--- config.mk ---
export PLATFORM = sky130hd
export DESIGN_NAME = dm_bus_ctrl
export DESIGN_NICKNAME = d
export VERILOG_FILES = /design/src/rtl/dm_bus_ctrl.sv
export SDC_FILE = /design/constraint.sdc
export NUM_CORES = 1
export LEC_CHECK = 0
export CAP_MARGIN = 10
export CORE_ASPECT_RATIO = 0.6
export CORE_MARGIN = 5
export CORE_UTILIZATION = 42
export CTS_CLUSTER_DIAMETER = 80
export CTS_CLUSTER_SIZE = 8
export DETAILED_ROUTE_END_ITERATION = 10
export PLACE_DENSITY = 0.77
export SETUP_SLACK_MARGIN = 0.1
export SLEW_MARGIN = 20
export SYNTH_ARGS = -nofsm -noshare
export SYNTH_HDL_FRONTEND = slang
export SYNTH_SLANG_ARGS = --single-unit
export TNS_END_PERCENT = 50
--- constraint.sdc ---
create_clock -name clk_in -period 2.2 [get_ports clk_in]
set_input_delay 0.44 -clock clk_in [delete_from_list [all_inputs] [get_ports clk_in]]
set_output_delay 0.44 -clock clk_in [all_outputs]
set_load 0.1 [all_outputs]
--- src/rtl/dm_bus_ctrl.sv ---
// dm_bus_ctrl: CPU-side bus controller that routes single accesses to a
// synchronous-read DMEM port or to a small bank of 32-bit MMIO registers.
//
// Optional feature macro: DM_BUS_ERR_EN
//   Defined   -> unmapped addresses and misaligned byte enables are rejected
//                with err=1 and no memory/register side effects.
//   Undefined -> err is tied low and byte enables pass through unchecked.
//
// Ports
//   clk_in, rst            clock, asynchronous active-low reset
//   req, we, addr,
//   wdata, byte_ena        CPU request (req held until ready)
//   rdata, ready, err      CPU response (valid while ready=1)
//   dm_en, dm_we, dm_addr,
//   dm_be, dm_wdata        DMEM command port
//   dm_rdata               DMEM read data (one-cycle synchronous)
//   io_out                 MMIO register contents, channel k at [32k+31:32k]
module dm_bus_ctrl #(
    parameter logic [31:0] DM_BASE  = 32'h1001_0000,
    parameter int unsigned DM_AW    = 11,
    parameter logic [31:0] IO_BASE  = 32'h1002_0000,
    parameter int unsigned IO_CH    = 4,
    parameter int unsigned WAIT_CYC = 1
) (
    input  logic                   clk_in,
    input  logic                   rst,
    input  logic                   req,
    input  logic                   we,
    input  logic [31:0]            addr,
    input  logic [31:0]            wdata,
    input  logic [3:0]             byte_ena,
    output logic [31:0]            rdata,
    output logic                   ready,
    output logic                   err,
    output logic                   dm_en,
    output logic                   dm_we,
    output logic [DM_AW+1:0]       dm_addr,
    output logic [3:0]             dm_be,
    output logic [31:0]            dm_wdata,
    input  logic [31:0]            dm_rdata,
    output logic [32*IO_CH-1:0]    io_out
);

    localparam int unsigned ADDR_W = DM_AW + 2;
    localparam int unsigned IO_IW  = (IO_CH > 1) ? $clog2(IO_CH) : 1;
    localparam logic [3:0]  CNT_LAST = 4'(WAIT_CYC - 1);
    // 33-bit region ends so a region touching the top of the map cannot wrap
    localparam logic [32:0] DM_END = {1'b0, DM_BASE} + (33'd1 << ADDR_W);
    localparam logic [32:0] IO_END = {1'b0, IO_BASE} + 33'(4 * IO_CH);

    typedef enum logic [1:0] {IDLE, ACCESS, RESP} state_t;
    typedef enum logic [1:0] {K_NONE, K_DM, K_IO} kind_t;

    state_t             state_q, state_d;
    logic [3:0]         cnt_q, cnt_d;
    kind_t              kind_q, kind_c;
    logic               we_q;
    logic [IO_IW-1:0]   io_idx_q;
    logic               hit_dm_c, hit_io_c, bad_c;
    logic               accept_c, last_c, io_wr_c;
    logic               ready_d, dm_en_d, dm_we_d;
    logic [31:0]        rdata_d, io_rd_c;

    // Region decode of the incoming address
    assign hit_dm_c = ({1'b0, addr} >= {1'b0, DM_BASE}) && ({1'b0, addr} < DM_END);
    assign hit_io_c = ({1'b0, addr} >= {1'b0, IO_BASE}) && ({1'b0, addr} < IO_END);

`ifdef DM_BUS_ERR_EN
    logic be_ok_c;
    logic bad_q;
    logic err_d;

    // Legal lane patterns: naturally aligned byte, halfword or word
    always_comb begin
        case (addr[1:0])
            2'd0:    be_ok_c = (byte_ena == 4'b0001) || (byte_ena == 4'b0011) ||
                               (byte_ena == 4'b1111);
            2'd1:    be_ok_c = (byte_ena == 4'b0010);
            2'd2:    be_ok_c = (byte_ena == 4'b0100) || (byte_ena == 4'b1100);
            default: be_ok_c = (byte_ena == 4'b1000);
        endcase
    end

    assign bad_c = !(hit_dm_c || hit_io_c) || !be_ok_c;
`else
    assign bad_c = 1'b0;
    assign err   = 1'b0;
`endif

    // Access class latched at acceptance; rejected accesses behave as unmapped
    always_comb begin
        kind_c = K_NONE;
        if (!bad_c) begin
            if (hit_dm_c)      kind_c = K_DM;
            else if (hit_io_c) kind_c = K_IO;
        end
    end

    // MMIO read mux
    always_comb begin
        io_rd_c = 32'h0;
        for (int k = 0; k < int'(IO_CH); k++) begin
            if (io_idx_q == IO_IW'(k)) io_rd_c = io_out[32*k +: 32];
        end
    end

    // State register
    always_ff @(posedge clk_in or negedge rst) begin
        if (!rst) begin
            state_q <= IDLE;
            cnt_q   <= 4'd0;
        end else begin
            state_q <= state_d;
            cnt_q   <= cnt_d;
        end
    end

    // Next state and next values of the registered outputs
    always_comb begin
        state_d  = state_q;
        cnt_d    = cnt_q;
        accept_c = 1'b0;
        last_c   = 1'b0;
        ready_d  = 1'b0;
        dm_en_d  = 1'b0;
        dm_we_d  = 1'b0;
        rdata_d  = rdata;
`ifdef DM_BUS_ERR_EN
        err_d    = 1'b0;
`endif
        case (state_q)
            IDLE: begin
                if (req) begin
                    accept_c = 1'b1;
                    state_d  = ACCESS;
                    cnt_d    = 4'd0;
                    dm_en_d  = (kind_c == K_DM);
                    dm_we_d  = (kind_c == K_DM) && we;
                end
            end
            ACCESS: begin
                if (cnt_q == CNT_LAST) begin
                    last_c  = 1'b1;
                    state_d = RESP;
                    cnt_d   = 4'd0;
                    ready_d = 1'b1;
                    if (we_q)                rdata_d = 32'h0;
                    else if (kind_q == K_DM) rdata_d = dm_rdata;
                    else if (kind_q == K_IO) rdata_d = io_rd_c;
                    else                     rdata_d = 32'h0;
`ifdef DM_BUS_ERR_EN
                    err_d   = bad_q;
`endif
                end else begin
                    dm_en_d = dm_en;
                    cnt_d   = cnt_q + 4'd1;
                end
            end
            RESP: begin
                state_d = IDLE;
            end
            default: begin
                state_d = IDLE;
            end
        endcase
    end

    assign io_wr_c = last_c && we_q && (kind_q == K_IO);

    // Request capture, response and DMEM command registers
    always_ff @(posedge clk_in or negedge rst) begin
        if (!rst) begin
            kind_q   <= K_NONE;
            we_q     <= 1'b0;
            io_idx_q <= '0;
            ready    <= 1'b0;
            rdata    <= 32'h0;
            dm_en    <= 1'b0;
            dm_we    <= 1'b0;
            dm_addr  <= '0;
            dm_be    <= 4'h0;
            dm_wdata <= 32'h0;
        end else begin
            ready <= ready_d;
            rdata <= rdata_d;
            dm_en <= dm_en_d;
            dm_we <= dm_we_d;
            if (accept_c) begin
                kind_q   <= kind_c;
                we_q     <= we;
                io_idx_q <= IO_IW'((addr - IO_BASE) >> 2);
                dm_addr  <= ADDR_W'(addr - DM_BASE);
                dm_be    <= byte_ena;
                dm_wdata <= wdata;
            end
        end
    end

`ifdef DM_BUS_ERR_EN
    // Error flag, reported alongside ready
    always_ff @(posedge clk_in or negedge rst) begin
        if (!rst) begin
            bad_q <= 1'b0;
            err   <= 1'b0;
        end else begin
            err <= err_d;
            if (accept_c) bad_q <= bad_c;
        end
    end
`endif

    // MMIO registers: lane-masked write on the ACCESS->RESP edge
    always_ff @(posedge clk_in or negedge rst) begin
        if (!rst) begin
            io_out <= '0;
        end else if (io_wr_c) begin
            for (int k = 0; k < int'(IO_CH); k++) begin
                for (int b = 0; b < 4; b++) begin
                    if ((io_idx_q == IO_IW'(k)) && dm_be[b]) begin
                        io_out[32*k + 8*b +: 8] <= dm_wdata[8*b +: 8];
                    end
                end
            end
        end
    end

endmodule
Word-level counts from Yosys, hierarchy flattened

Index checks and enable logic that the tools add are counted.

Add/subtract/negate cells: 3
Order comparisons: 4
Equality and inequality tests: 9
Multiplexer cells: 24
Reduce and logical (&&, ||, !) cells: 44

Operators by type and width:

| operator              | number |
|---|---|
| $mux 32               | 7 |
| $ge 32x29->1 const B  | 2 |
| $lt 32x29->1 const B  | 2 |
| $reduce_and 2->1      | 19 |
| $logic_and 1x1->1     | 21 |
| $sub 13x1->13 const B | 1 |
| $eq 2x1->1 const B    | 4 |
| $mux 1                | 8 |
| $mux 2                | 4 |
| $mux 4                | 2 |
| $pmux 4 s2            | 1 |
| $eq 2x2->1 const B    | 3 |
| $add 4x1->4 const B   | 1 |
| $logic_not 2->1       | 2 |
| $logic_not 4->1       | 1 |
| $ne 2x2->1 const B    | 2 |
| $pmux 2 s2            | 1 |
| $sub 4x1->4 const B   | 1 |
| $pmux 1 s2            | 1 |
| $reduce_bool 2->1     | 1 |

Bits in registers: 223
Bits of input ports: 104
Output and inout bits: 213
Word-level logic and storage cells: 112

Logic depth before layout (Yosys ltp)

Word-level depth: 8
Depth in mapped cells: 8
Mapped depth without buffers: 5

Worst setup path after synthesis

No wires, ideal clock.

Path kind: reg-to-reg
From: register dm_addr[2] (netlist name)
To: register io_out[56]
Setup time: 0.126 ns
Arrival: 2.675 ns
Required time: 2.074 ns
Path slack: -0.601 ns
Cell stages (with the launch flop): 6
Path buffers: 2
Clock period less this slack: 2.801 ns
Path through: dfrtp_1 -> buf_4 -> or4bb_1 -> buf_2 -> nor4_4 -> mux2_4

RTL lines:

| what                          | line | text |
|---|---|---|
| end signal, assigned by index | 220  | `io_out[32*k + 8*b +: 8] <= dm_wdata[8*b +: 8];` |
| end, declared                 | 41   | `output logic [32*IO_CH-1:0] io_out` |

==> run summary <==
Status - finished, final reports clean
Most frequent cell after synthesis - dfrtp_1
Setup_tns - 0 ns
Synth warn - 0
Asr flop ratio synth - 1.00
Iter 0 DRT Violations - 409
Synth Instances - 650
CTS buffer count - 31
WL/cell - 24.0 um
Post-Synth Simple-Gate Area - 0.0557
CP startpoint kind - register
Width of the chip - 207 um
Antenna violations before repair - 2
RD Place Congestion - 0.854
Leading post-synthesis cells by cell area - dfrtp_1 56%, mux2_2 19%, mux4_2 7.3%
Reg2reg path depth - 5
First-pass GRT wire length - 49300 um
Die Y - 128 um
Worst path arrival time - 2.56 ns
Core Region - 23000 um2
Post-synth top area share - 0.564
Rel. slew slack - 0.659
Clk slew on worst S/H paths - 0.05 ns
RSZ-0062 raised after global routing - true
P&R area growth vs syn - 52.1%
Skew-Pair Late Insertion Delay - 0.53 ns
Syn_nets - 756
Max-slew violations - 0
Layout cells sized above 1 - 0.545
Worst EP required - 2.61 ns
Mux contribution to synthesized area - 0.277
Pin count of the biggest net entering global routing - 57
XOR/XNOR Fraction of Synth Area - 0
Worst-margin pin slew - 0.511 ns
Register area share after synthesis - 0.564
Detailed Place HPWL - 23300 um
Antenna Nets Post-Route - 0
Largest family of logic cells by synthesized area - multiplexers
Netlist Area Pre-Place - 9810 um2
Final Core Density - 0.648
Total Power - 15.2 mW
CTS tree - yes
PortBufs - 315
MaxCap Viol Count - 0
CTS root buf - clkbuf_16
Hold Crit Class - in2async
WS Path Type - reg2reg
GRT Util Overall - 0.234
I/O pin cnt - 317
Fmax - 0.465 GHz
Placed insts - 1302
Final wirelength - 32500 um
H-tree Lvls - 1
Synth area leader - dfrtp_1
Final period util - 0.979
Clk buf depth - 3
Power per cell area - 1020 nW/um2
Reg2reg setup slack - 0.05 ns
Vias/cell - 5.55
DRC - 0
Nets@finish - 1137
Routed via count - 7501
Synth unique cells - 43
Max FO, Critical Path - 5
Vias in the first global route - 8013
Final std cells w/o fill - 1352
CTS sink count - 221
Synth Area in Adders - 0.00255
Post-synth top flop - dfrtp_1
FF+latch count, synth - 221
Reg2Reg Capture Point - io_out[73]$_DFFE_PN0P_
Hold Vio Cnt, Final - 0
Pre-antenna DRT Iters - 5
Compound-Gate Fraction of Synth Area - 0.0746
Starting Density - 0.426
Worst r2r src - dm_addr[2]$_DFFE_PN0P_
GRT overflow - 0
Top post-synthesis cells by count - 221 x dfrtp_1, 166 x mux2_2
Worst setup EP type - register
Lkg Pwr - 6.75 nW
# setup viols final - 0
Die ar. - 26600 um2
Mean post-synth cell area - 15.1 um2
Hold_ws - 0.444 ns
Layout fillers - 1737
Row Count - 43
Minimum clock period - 2.15 ns
Clk_skew - 0.0150 ns
Peak supply drop - 0.885 mV
EDFF count, synth - 0
## critical path, cell delays in order (launching register included)
cell and delay [ns]:
dfrtp_4 0.51, or4bb_4 0.56, buf_6 0.15, nor4_4 0.30
buf_4 0.21, mux2_4 0.30
## state kept, by name (all words and copies together), names as in the netlist
signal	count
io_out	128
dm_wdata	32
rdata	32
dm_addr	13
cnt_q	4
dm_be	4
kind_q	2
state_q	2
dm_en	1
dm_we	1
ready	1
we_q	1
## how the worst max path moves through the flow
| stage | start | end | slack [ns] | cells past startpoint |
|---|---|---|---|---|
| final | dm_addr[2]$_DFFE_PN0P_ | io_out[73]$_DFFE_PN0P_ | 0.05 | 5 |
| after floorplan | dm_addr[3]$_DFFE_PN0P_ | io_out[56]$_DFFE_PN0P_ | -0.28 | 5 |
| after global routing | dm_addr[2]$_DFFE_PN0P_ | io_out[72]$_DFFE_PN0P_ | -0.02 | 5 |
| after detailed placement | cnt_q[1]$_DFFE_PN0P_ | io_out[125]$_DFFE_PN0P_ | -0.04 | 7 |
| after global placement | cnt_q[0]$_DFFE_PN0P_ | io_out[121]$_DFFE_PN0P_ | 0.01 | 7 |
| after CTS | dm_addr[3]$_DFFE_PN0P_ | io_out[63]$_DFFE_PN0P_ | 0.03 | 5 |
## layout by cell type (no fill, tap or decap), drive strengths merged, types with 3 or more instances in the layout
cell type	n
dfrtp	221
a22oi	32
inv	10
a21oi	32
mux2	174
nor4	20
buf	289
o21ai	5
a211oi	32
mux4	32
nor2	3
clkbuf	39
clkdlybuf4s50	102
nor2b	3
nand2	7
nand3	4
## power breakdown
part           internal [mW]  switching [mW]  total [mW]
registers               4.56           0.526        5.09
logic                   1.45            4.56        6.02
clock network           2.48            1.64        4.12
## metal layers
metal,share of wire,GRT usage,vias up,wire length (um)
met4,0.012,0.0357,2,394
met5,0.00034,0,-,11
met1,0.47,0.344,3883,15300
met3,0.079,0.0658,32,2570
met2,0.44,0.359,349,14200
li1,-,-,3235,-
## cell families after synthesis
family	Yosys count
compound gates	109
simple gates	54
flops	221
fa+ha+maj	2
buf+inv	56
mux	207
other cells	1
## through the flow
step                      setup WS [ns]  instance area [um2]
after global placement          0.00970                13600
after global routing            -0.0185                14900
after CTS                        0.0281                14700
final                            0.0473                14900
after detailed placement        -0.0370                13600
after floorplan                  -0.283                10000
## area by class of cell
class	count	area, um2	share of cell area
well taps	315	394	0.0264
diodes	1	2.50	0.000168
flip-flops and latches	221	5540	0.372
clock inverters	1	5.00	0.000335
inverters	10	37.5	0.00252
clock buffers	37	798	0.0535
repair buffers	394	3600	0.241
multi-input cells	373	4540	0.304
## timing repair
item,CTS,global route
pin swaps,13,5
setup endpoints to repair,127,162
gates resized for setup,55,57
buffers inserted,6,3
cloned,1,1
hold endpoints to repair,46,0
hold buffers,1,0
(Power assumes the default switching activity.)
